`src/rtl/axichannel_valid_recorder.sv`:
```
// Inline recorder for one AXI valid/ready channel.
// Emits logb/loge trace records into a first-word-fall-through FIFO.
module axichannel_valid_recorder #(
    parameter int DATA_WIDTH   = 64,
    parameter int FIFO_DEPTH   = 32,
    parameter int ALMFUL_SLACK = 2,
    parameter int CNT_WIDTH    = 32
) (
    input  logic                  clk,
    input  logic                  rst,
    input  logic                  up_valid,
    output logic                  up_ready,
    input  logic [DATA_WIDTH-1:0] up_data,
    output logic                  dn_valid,
    input  logic                  dn_ready,
    output logic [DATA_WIDTH-1:0] dn_data,
    output logic                  rec_valid,
    input  logic                  rec_ready,
    output logic                  rec_logb_valid,
    output logic [DATA_WIDTH-1:0] rec_logb_data,
    output logic                  rec_loge_valid,
    output logic [CNT_WIDTH-1:0]  logb_cnt,
    output logic [CNT_WIDTH-1:0]  loge_cnt,
    output logic                  fifo_overflow,
    output logic                  fifo_underflow
);
    localparam int AW = $clog2(FIFO_DEPTH);
    localparam int EW = DATA_WIDTH + 2;
    localparam logic [AW:0] DEPTH_C = (AW+1)'(FIFO_DEPTH);
    localparam logic [AW:0] NEED    = (AW+1)'(2 + ALMFUL_SLACK);

    typedef enum logic {IDLE, PENDING} state_t;

    state_t        state;
    logic [EW-1:0] mem [FIFO_DEPTH];
    logic [AW-1:0] wr_ptr;
    logic [AW-1:0] rd_ptr;
    logic [AW:0]   fifo_count;
    logic [AW:0]   free_cnt;
    logic          can_start;
    logic          full;
    logic          wr_en;
    logic [EW-1:0] wr_entry;
    logic [EW-1:0] rd_entry;
    logic          push;
    logic          pop;

    assign free_cnt  = DEPTH_C - fifo_count;
    assign can_start = free_cnt >= NEED;
    assign full      = fifo_count == DEPTH_C;

    // Admission: a new transaction passes only if its whole record pair fits.
    always_comb begin
        dn_valid = 1'b0;
        if (!rst) begin
            if (state == IDLE) dn_valid = up_valid && can_start;
            else               dn_valid = up_valid;
        end
    end

    assign up_ready = dn_valid && dn_ready;
    assign dn_data  = up_data;

    // Record generation: logb on admission, loge on a later handshake.
    always_comb begin
        wr_en    = 1'b0;
        wr_entry = '0;
        if (state == IDLE && dn_valid) begin
            wr_en    = 1'b1;
            wr_entry = {1'b1, up_data, dn_ready};
        end else if (state == PENDING && dn_valid && dn_ready) begin
            wr_en    = 1'b1;
            wr_entry = {1'b0, {DATA_WIDTH{1'b0}}, 1'b1};
        end
    end

    assign push      = wr_en && !full;
    assign rec_valid = fifo_count != '0;
    assign pop       = rec_valid && rec_ready;
    assign rd_entry  = mem[rd_ptr];

    assign rec_logb_valid = rec_valid && rd_entry[EW-1];
    assign rec_logb_data  = rec_logb_valid ?
                            rd_entry[EW-2:1] : '0;
    assign rec_loge_valid = rec_valid && rd_entry[0];

    // Transaction FSM: PENDING holds between admission and handshake.
    always_ff @(posedge clk or posedge rst) begin
        if (rst) begin
            state <= IDLE;
        end else begin
            unique case (state)
                IDLE:    if (dn_valid && !dn_ready) state <= PENDING;
                PENDING: if (dn_valid && dn_ready)  state <= IDLE;
                default: state <= IDLE;
            endcase
        end
    end

    // Record storage; contents need no reset since count gates visibility.
    always_ff @(posedge clk) begin
        if (push) mem[wr_ptr] <= wr_entry;
    end

    // FIFO pointers and occupancy.
    always_ff @(posedge clk or posedge rst) begin
        if (rst) begin
            wr_ptr     <= '0;
            rd_ptr     <= '0;
            fifo_count <= '0;
        end else begin
            if (push) wr_ptr <= wr_ptr + AW'(1);
            if (pop)  rd_ptr <= rd_ptr + AW'(1);
            if (push && !pop)      fifo_count <= fifo_count + (AW+1)'(1);
            else if (!push && pop) fifo_count <= fifo_count - (AW+1)'(1);
        end
    end

    // Event counters and sticky error flags.
    always_ff @(posedge clk or posedge rst) begin
        if (rst) begin
            logb_cnt       <= '0;
            loge_cnt       <= '0;
            fifo_overflow  <= 1'b0;
            fifo_underflow <= 1'b0;
        end else begin
            if (wr_en && wr_entry[EW-1]) logb_cnt <= logb_cnt + CNT_WIDTH'(1);
            if (wr_en && wr_entry[0])    loge_cnt <= loge_cnt + CNT_WIDTH'(1);
            if (wr_en && full)           fifo_overflow  <= 1'b1;
            if (pop && fifo_count == '0) fifo_underflow <= 1'b1;
        end
    end
endmodule

```
`config.mk`:
```
export PLATFORM = sky130hd
export DESIGN_NAME = axichannel_valid_recorder
export DESIGN_NICKNAME = d
export VERILOG_FILES = /design/src/rtl/axichannel_valid_recorder.sv
export SDC_FILE = /design/constraint.sdc
export NUM_CORES = 2
export LEC_CHECK = 0
export CORE_UTILIZATION = 45
export DETAILED_ROUTE_END_ITERATION = 16
export SLEW_MARGIN = 0
export SYNTH_ARGS = -nofsm -noshare
export SYNTH_HDL_FRONTEND = slang
export SYNTH_SLANG_ARGS = --single-unit
```
`constraint.sdc`:
```
create_clock -name clk -period 5.2 [get_ports clk]
set_input_delay 1.3 -clock clk [delete_from_list [all_inputs] [get_ports clk]]
set_output_delay 1.3 -clock clk [all_outputs]
set_load 0.01 [all_outputs]
```
Yosys cells after proc, flatten, opt, wreduce, memory -nomap -nowiden

Memory sizes are Yosys's and may differ from the RTL's.
Index checks and enable logic that the tools add are counted.

Bits in registers: 83
Word-level logic and storage cells: 56
Memories kept: 1
Input bits: 69
RAM bits: 2112

Reductions and logical operators: 23
Multiplexer cells: 14
Equal/unequal tests: 1
Add/subtract/negate cells: 7
Order comparisons: 1
Bitwise logic cells: 1

Memory list:

| name | depth | bits a word | read ports | clocked after Yosys merged registers in | write ports | line | source |
|---|---|---|---|---|---|---|---|
| mem  | 32    | 66          | 1          | 0                                       | 1           | 35   | `logic [EW-1:0] mem [FIFO_DEPTH];` |

Operators with widths:

| cell                                                                                 | number |
|---|---|
| 66-bit 2-to-1 mux                                                                    | 1 |
| 32-bit by 1-bit adder with 32-bit output (second input constant)                     | 2 |
| 64-bit 2-to-1 mux                                                                    | 1 |
| 1-bit logical AND                                                                    | 16 |
| 6-bit 2-to-1 mux                                                                     | 2 |
| 5-bit by 1-bit adder with 5-bit output (second input constant)                       | 2 |
| 1-bit 2-to-1 mux                                                                     | 9 |
| 6-bit by 1-bit adder with 6-bit output (second input constant)                       | 1 |
| 6-bit equality test (second input constant)                                          | 1 |
| 6-bit by 3-bit greater-or-equal comparator with 1-bit output (second input constant) | 1 |
| 6-bit zero test                                                                      | 1 |
| 6-bit nonzero test                                                                   | 1 |
| 6-bit by 1-bit subtractor with 6-bit output (second input constant)                  | 1 |
| 6-bit subtractor (first input constant)                                              | 1 |
| 1-bit zero test                                                                      | 4 |
| 1-bit case mux with 2 select lines                                                   | 1 |
| 2-bit nonzero test                                                                   | 1 |
| 1-bit inverter                                                                       | 1 |

Depth between registers and ports, before layout

Depth in word-level cells: 14
Mapped depth: 16
Gate-level depth less buffers: 15

Worst setup path after synthesis

OpenSTA, ideal clock, no wires.

Path kind: input to register
Start: in rst
End: mem mem[29][0] (netlist bit) (enable)
Stages on the path: 5
Data arrival time: 5.241 ns
Slack: -0.532 ns
Path through: nand2b_1 > clkbuf_1 > nor4b_4 > nand2_1 > nor2_1

Longest elaborated chain between the ends: 8
Elaborated cells on any way between the ends: 9

Ends and longest elaborated chain:

| item                                     | line | source |
|---|---|---|
| start, declared                          | 10   | `input logic rst,` |
| 1-bit 2-to-1 mux *                       | 55   | `if (!rst) begin` |
| 1-bit logical AND (2 in a row)           | 71   | `end else if (state == PENDING && dn_valid && dn_ready) begin` |
| 1-bit 2-to-1 mux                         | 71   |  |
| 1-bit 2-to-1 mux *                       | 68   | `if (state == IDLE && dn_valid) begin` |
| 1-bit logical AND *                      | 77   | `assign push = wr_en && !full;` |
| named net push                           | 45   | `logic push;` |
| 1-bit 2-to-1 mux *                       | 102  | `if (push) mem[wr_ptr] <= wr_entry;` |
| 1-bit 2-to-1 mux (not written as such) * | 102  |  |
| end, declared                            | 35   |  |

The timed path passes the listed nets; every way through them passes the cells marked *.

Final worst setup path

Start: reg rd_ptr[0]
End: out rec_logb_data[49]

Longest elaborated chain between the ends: 3

Ends and longest elaborated chain:

| item                   | line | source |
|---|---|---|
| start, declared        | 37   | `logic [AW-1:0] rd_ptr;` |
| start signal, assigned | 113  | `if (pop) rd_ptr <= rd_ptr + AW'(1);` |
| memory 32 x 66 bit *   | --   |  |
| 1-bit logical AND      | 82   | `assign rec_logb_valid = rec_valid && rd_entry[EW-1];` |
| 64-bit 2-to-1 mux *    | 83   | `assign rec_logb_data = rec_logb_valid ?` |
| end, declared          | 20   | `output logic [DATA_WIDTH-1:0] rec_logb_data,` |

Mark *: on every way between the ends. The rest lies on a longest branch, timed or not.

==> metrics <==
Final period util=0.986; fin crit period=5120 ps; Worst-Skew Late Latency=870 ps; vias per cell=5.86; count of input and output buffers=roughly 270; footprint of the multi-input gates=18700 um^2; CP Cell Sequence=buf_4 > buf_6 > buf_16 > mux4_2 > mux2i_1 > a32o_2 > nor3b_4 > buf_4 > clkdlybuf4s50_1; post-route clock skew=~45 ps; Mapped Cells=between 4000 and 5000; dominant cell type by area after synthesis=edfxtp_1; Die H=~440 um; H-tree lvl count=4; final slew viol count=0; max incr delay on CP=around 530 ps; initial DRC count=4657; first-pass GRT wire length=between 300000 and 400000 um; Synth area leaders=edfxtp_1, mux4_2, mux2i_1; global-route usage over all layers=0.227; Post-DRT Antenna Nets=0; RSZ-0062 raised after global routing=yes; Setup CP Type=register to primary output; Synth Register Bits=approximately 2200; Yosys top cell area share=0.743; Fill cells=roughly 14000; fraction of registers with async set/reset=0.0378; core box area=188000 um^2; Clock Tree Root=clkbuf_16; register area=roughly 66000 um^2; row count=approximately 160; # DRC=8; largest net degree at the start of global routing=105; Synth cell types=57; layout cells sized above 1=0.224; drt total wl=roughly 220000 um; DR vias=between 40000 and 50000; endpoint class of the critical path=primary output; routability congestion estimate=0.753; Yosys warning count=0; CTS tree=yes; fin cells=around 7300; status=complete, but fails checks; Worst-Margin Slew=~1100 ps; number of global-route vias before repair=43409; P&R area growth vs syn=17.4%; WP data required=3900 ps; Crit path top cell by count=buf_4; Final nets=between 4000 and 5000; Initial Util=0.454; grt total ovfl=0; CP max-delay cell=clkdlybuf4s50_1; CP Max Fanout=23; clock slew seen by the registers of the worst setup and hold paths=about 60 ps; Pleak=around 33 nW; number of synthesized flops with an enable pin=approximately 2100; dpl hpwl=between 100000 and 150000 um; failing checks=DRC; wire length per cell=~30 um; Final setup violation count=0; Setup crit start kind=register; max cap viols=0; drt first pass iters=11; Mean Syn Cell Area=between 20 and 25 um^2; clk buf depth=3; CTS Buf Count=between 200 and 250; Slew headroom=0.291; Post-synth top flop=edfxtp_1; Ports=between 200 and 300; Post-Synthesis Cell Area=approximately 85000 um^2; Peak supply drop=between 400 and 500 uV; total clock sinks=roughly 2200; Hold WC Path Type=register to register; placed insts=6809; Die Area=~190000 um^2; Seq/Total Area, Yosys=0.767; post-synth net total=about 4200; Power Density=roughly 520 nW/um^2; Util after Layout=0.533; worst path arrival time=3820 ps; initial antenna violation count=2; hold_buf cts=0; Die Width=438 um; fmax=about 200 MHz; Hold Fails Final Rpt=0
-- per-layer routing --
metal  vias to the layer above  GRT usage  share of wire
met5                         -          0       0.000069
li1                      17863          -              -
met3                       300     0.0386          0.067
met2                      1544      0.367           0.49
met4                         2     0.0702          0.029
met1                     22829      0.315           0.42
-- state kept, by name, indices dropped and copies added, names as in the netlist, named ones only --
signal	count
mem	2112
fifo_underflow	1
wr_ptr	5
loge_cnt	32
fifo_overflow	1
fifo_count	6
rd_ptr	5
logb_cnt	32
-- what timing repair did --
action | in CTS | in global routing
cloned | 9 | 5
buffers inserted | 16 | 4
endpoints found under the hold margin | 0 | 0
gates resized for setup | 50 | 22
pin swaps | 4 | 2
endpoints found under the setup margin | 65 | 48
-- power by group --
part           switching [mW]  leakage (nW)  total (mW)  internal [mW]
combinational            8.73          9.05        16.4           7.67
clock                    6.82          3.47        15.5           8.66
sequential              0.259          20.6        20.1           19.8
-- layout make-up --
class / instances / area share
flip-flops and latches: 2195 / 0.654
multi-input cells: 1647 / 0.187
clock buffers: 281 / 0.0584
repair buffers: 490 / 0.0564
well taps: 2495 / 0.0311
clock inverters: 129 / 0.0130
inverters: 16 / 0.000661
diodes: 1 / 0.0000250
-- logic make-up after synthesis --
| group | after synthesis | synth area share |
|---|---|---|
| compound gates | 316 | 0.0264 |
| xor+xnor | 75 | 0.00770 |
| fa+ha+maj | 13 | 0.00199 |
| buf+inv | 299 | 0.0193 |
| flops | 2195 | 0.767 |
| mux | 719 | 0.147 |
| simple gates | 524 | 0.0307 |
-- worst max-delay path, delay by kind of cell, from the launching register on --
| kind | cells | cell delay (ps) |
|---|---|---|
| muxes | 2 | 480 |
| DFF | 1 | 520 |
| buffers and inverters | 5 | 1240 |
| AOI/OAI and AO/OA | 1 | 300 |
| and+or+nand+nor | 1 | 400 |
-- layout by cell type, fill, tap and decap left out, types with 12 or more instances in the layout --
| master | synthesis | layout |
|---|---|---|
| edfxtp_1 | 2112 | 2112 |
| nor3_1 | 49 | 49 |
| clkdlybuf4s50_1 | 0 | 266 |
| clkbuf_16 | 0 | 226 |
| a31oi_1 | 29 | 25 |
| buf_16 | 0 | 12 |
| clkinv_16 | 0 | 14 |
| clkbuf_1 | 89 | 50 |
| nand2_1 | 208 | 207 |
| o21ai_0 | 33 | 33 |
| nor2_1 | 73 | 37 |
| a22o_1 | 27 | 27 |
| buf_12 | 0 | 62 |
| a21oi_1 | 16 | 15 |
| nand4_1 | 22 | 22 |
| xor2_1 | 21 | 21 |
| mux4_2 | 425 | 425 |
| a221oi_1 | 54 | 49 |
| o21bai_1 | 23 | 23 |
| and2_1 | 68 | 67 |
| a32o_1 | 23 | 22 |
| o22ai_1 | 105 | 105 |
| buf_4 | 102 | 129 |
| nor2_4 | 0 | 36 |
| ha_1 | 12 | 12 |
| dfrtp_1 | 83 | 78 |
| and3_1 | 22 | 20 |
| mux2i_1 | 292 | 292 |
| bufinv_16 | 0 | 13 |
| clkinv_2 | 0 | 48 |
| clkinv_1 | 1 | 45 |
| nand3_1 | 16 | 15 |
| xnor2_1 | 54 | 54 |
| nor3b_2 | 3 | 19 |
-- worst paths after layout --
check | start | endpoint | slack [ps] | cells after the start
max reg2reg | fifo_count[0] | fifo_count[5] | 1180 | 16
min reg2reg | fifo_underflow | fifo_underflow | 380 | 0
min | fifo_underflow | fifo_underflow | 380 | 0
max | rd_ptr[0] | rec_logb_data[49] | 80 | 9
max in group asynchronous | rst | loge_cnt[15] | 3210 | 3
min in group asynchronous | rst | fifo_underflow | 1030 | 2
-- synthesized netlist by cell type (21+ instances only) --
cell type,number
xnor2_1,54
nor2_1,73
nor3_1,49
a22o_1,27
o21ai_0,33
buf_2,75
a221oi_1,54
and2_1,68
nor3b_1,22
edfxtp_1,2112
mux2i_1,292
a32o_1,23
clkbuf_1,89
nand2_1,208
a31oi_1,29
o22ai_1,105
buf_4,102
xor2_1,21
dfrtp_1,83
o21bai_1,23
and3_1,22
nand4_1,22
mux4_2,425
-- metrics by stage --
step           setup TNS [ps]  setup slack, ps  instance area [um^2]  power (mW)  hold slack [ps]
3_5_place_dp                0              241                 92100        35.6              368
5_1_grt                  -160            -43.2                100000        53.8              393
2_1_floorplan        -1089470             -532                 85400        30.0              494
3_3_place_gp                0              249                 92100        35.6              366
6_report                    0             75.0                100000        52.0              382
4_1_cts                 -92.3            -90.5                100000        52.1              381
(Power assumes the default switching activity.)
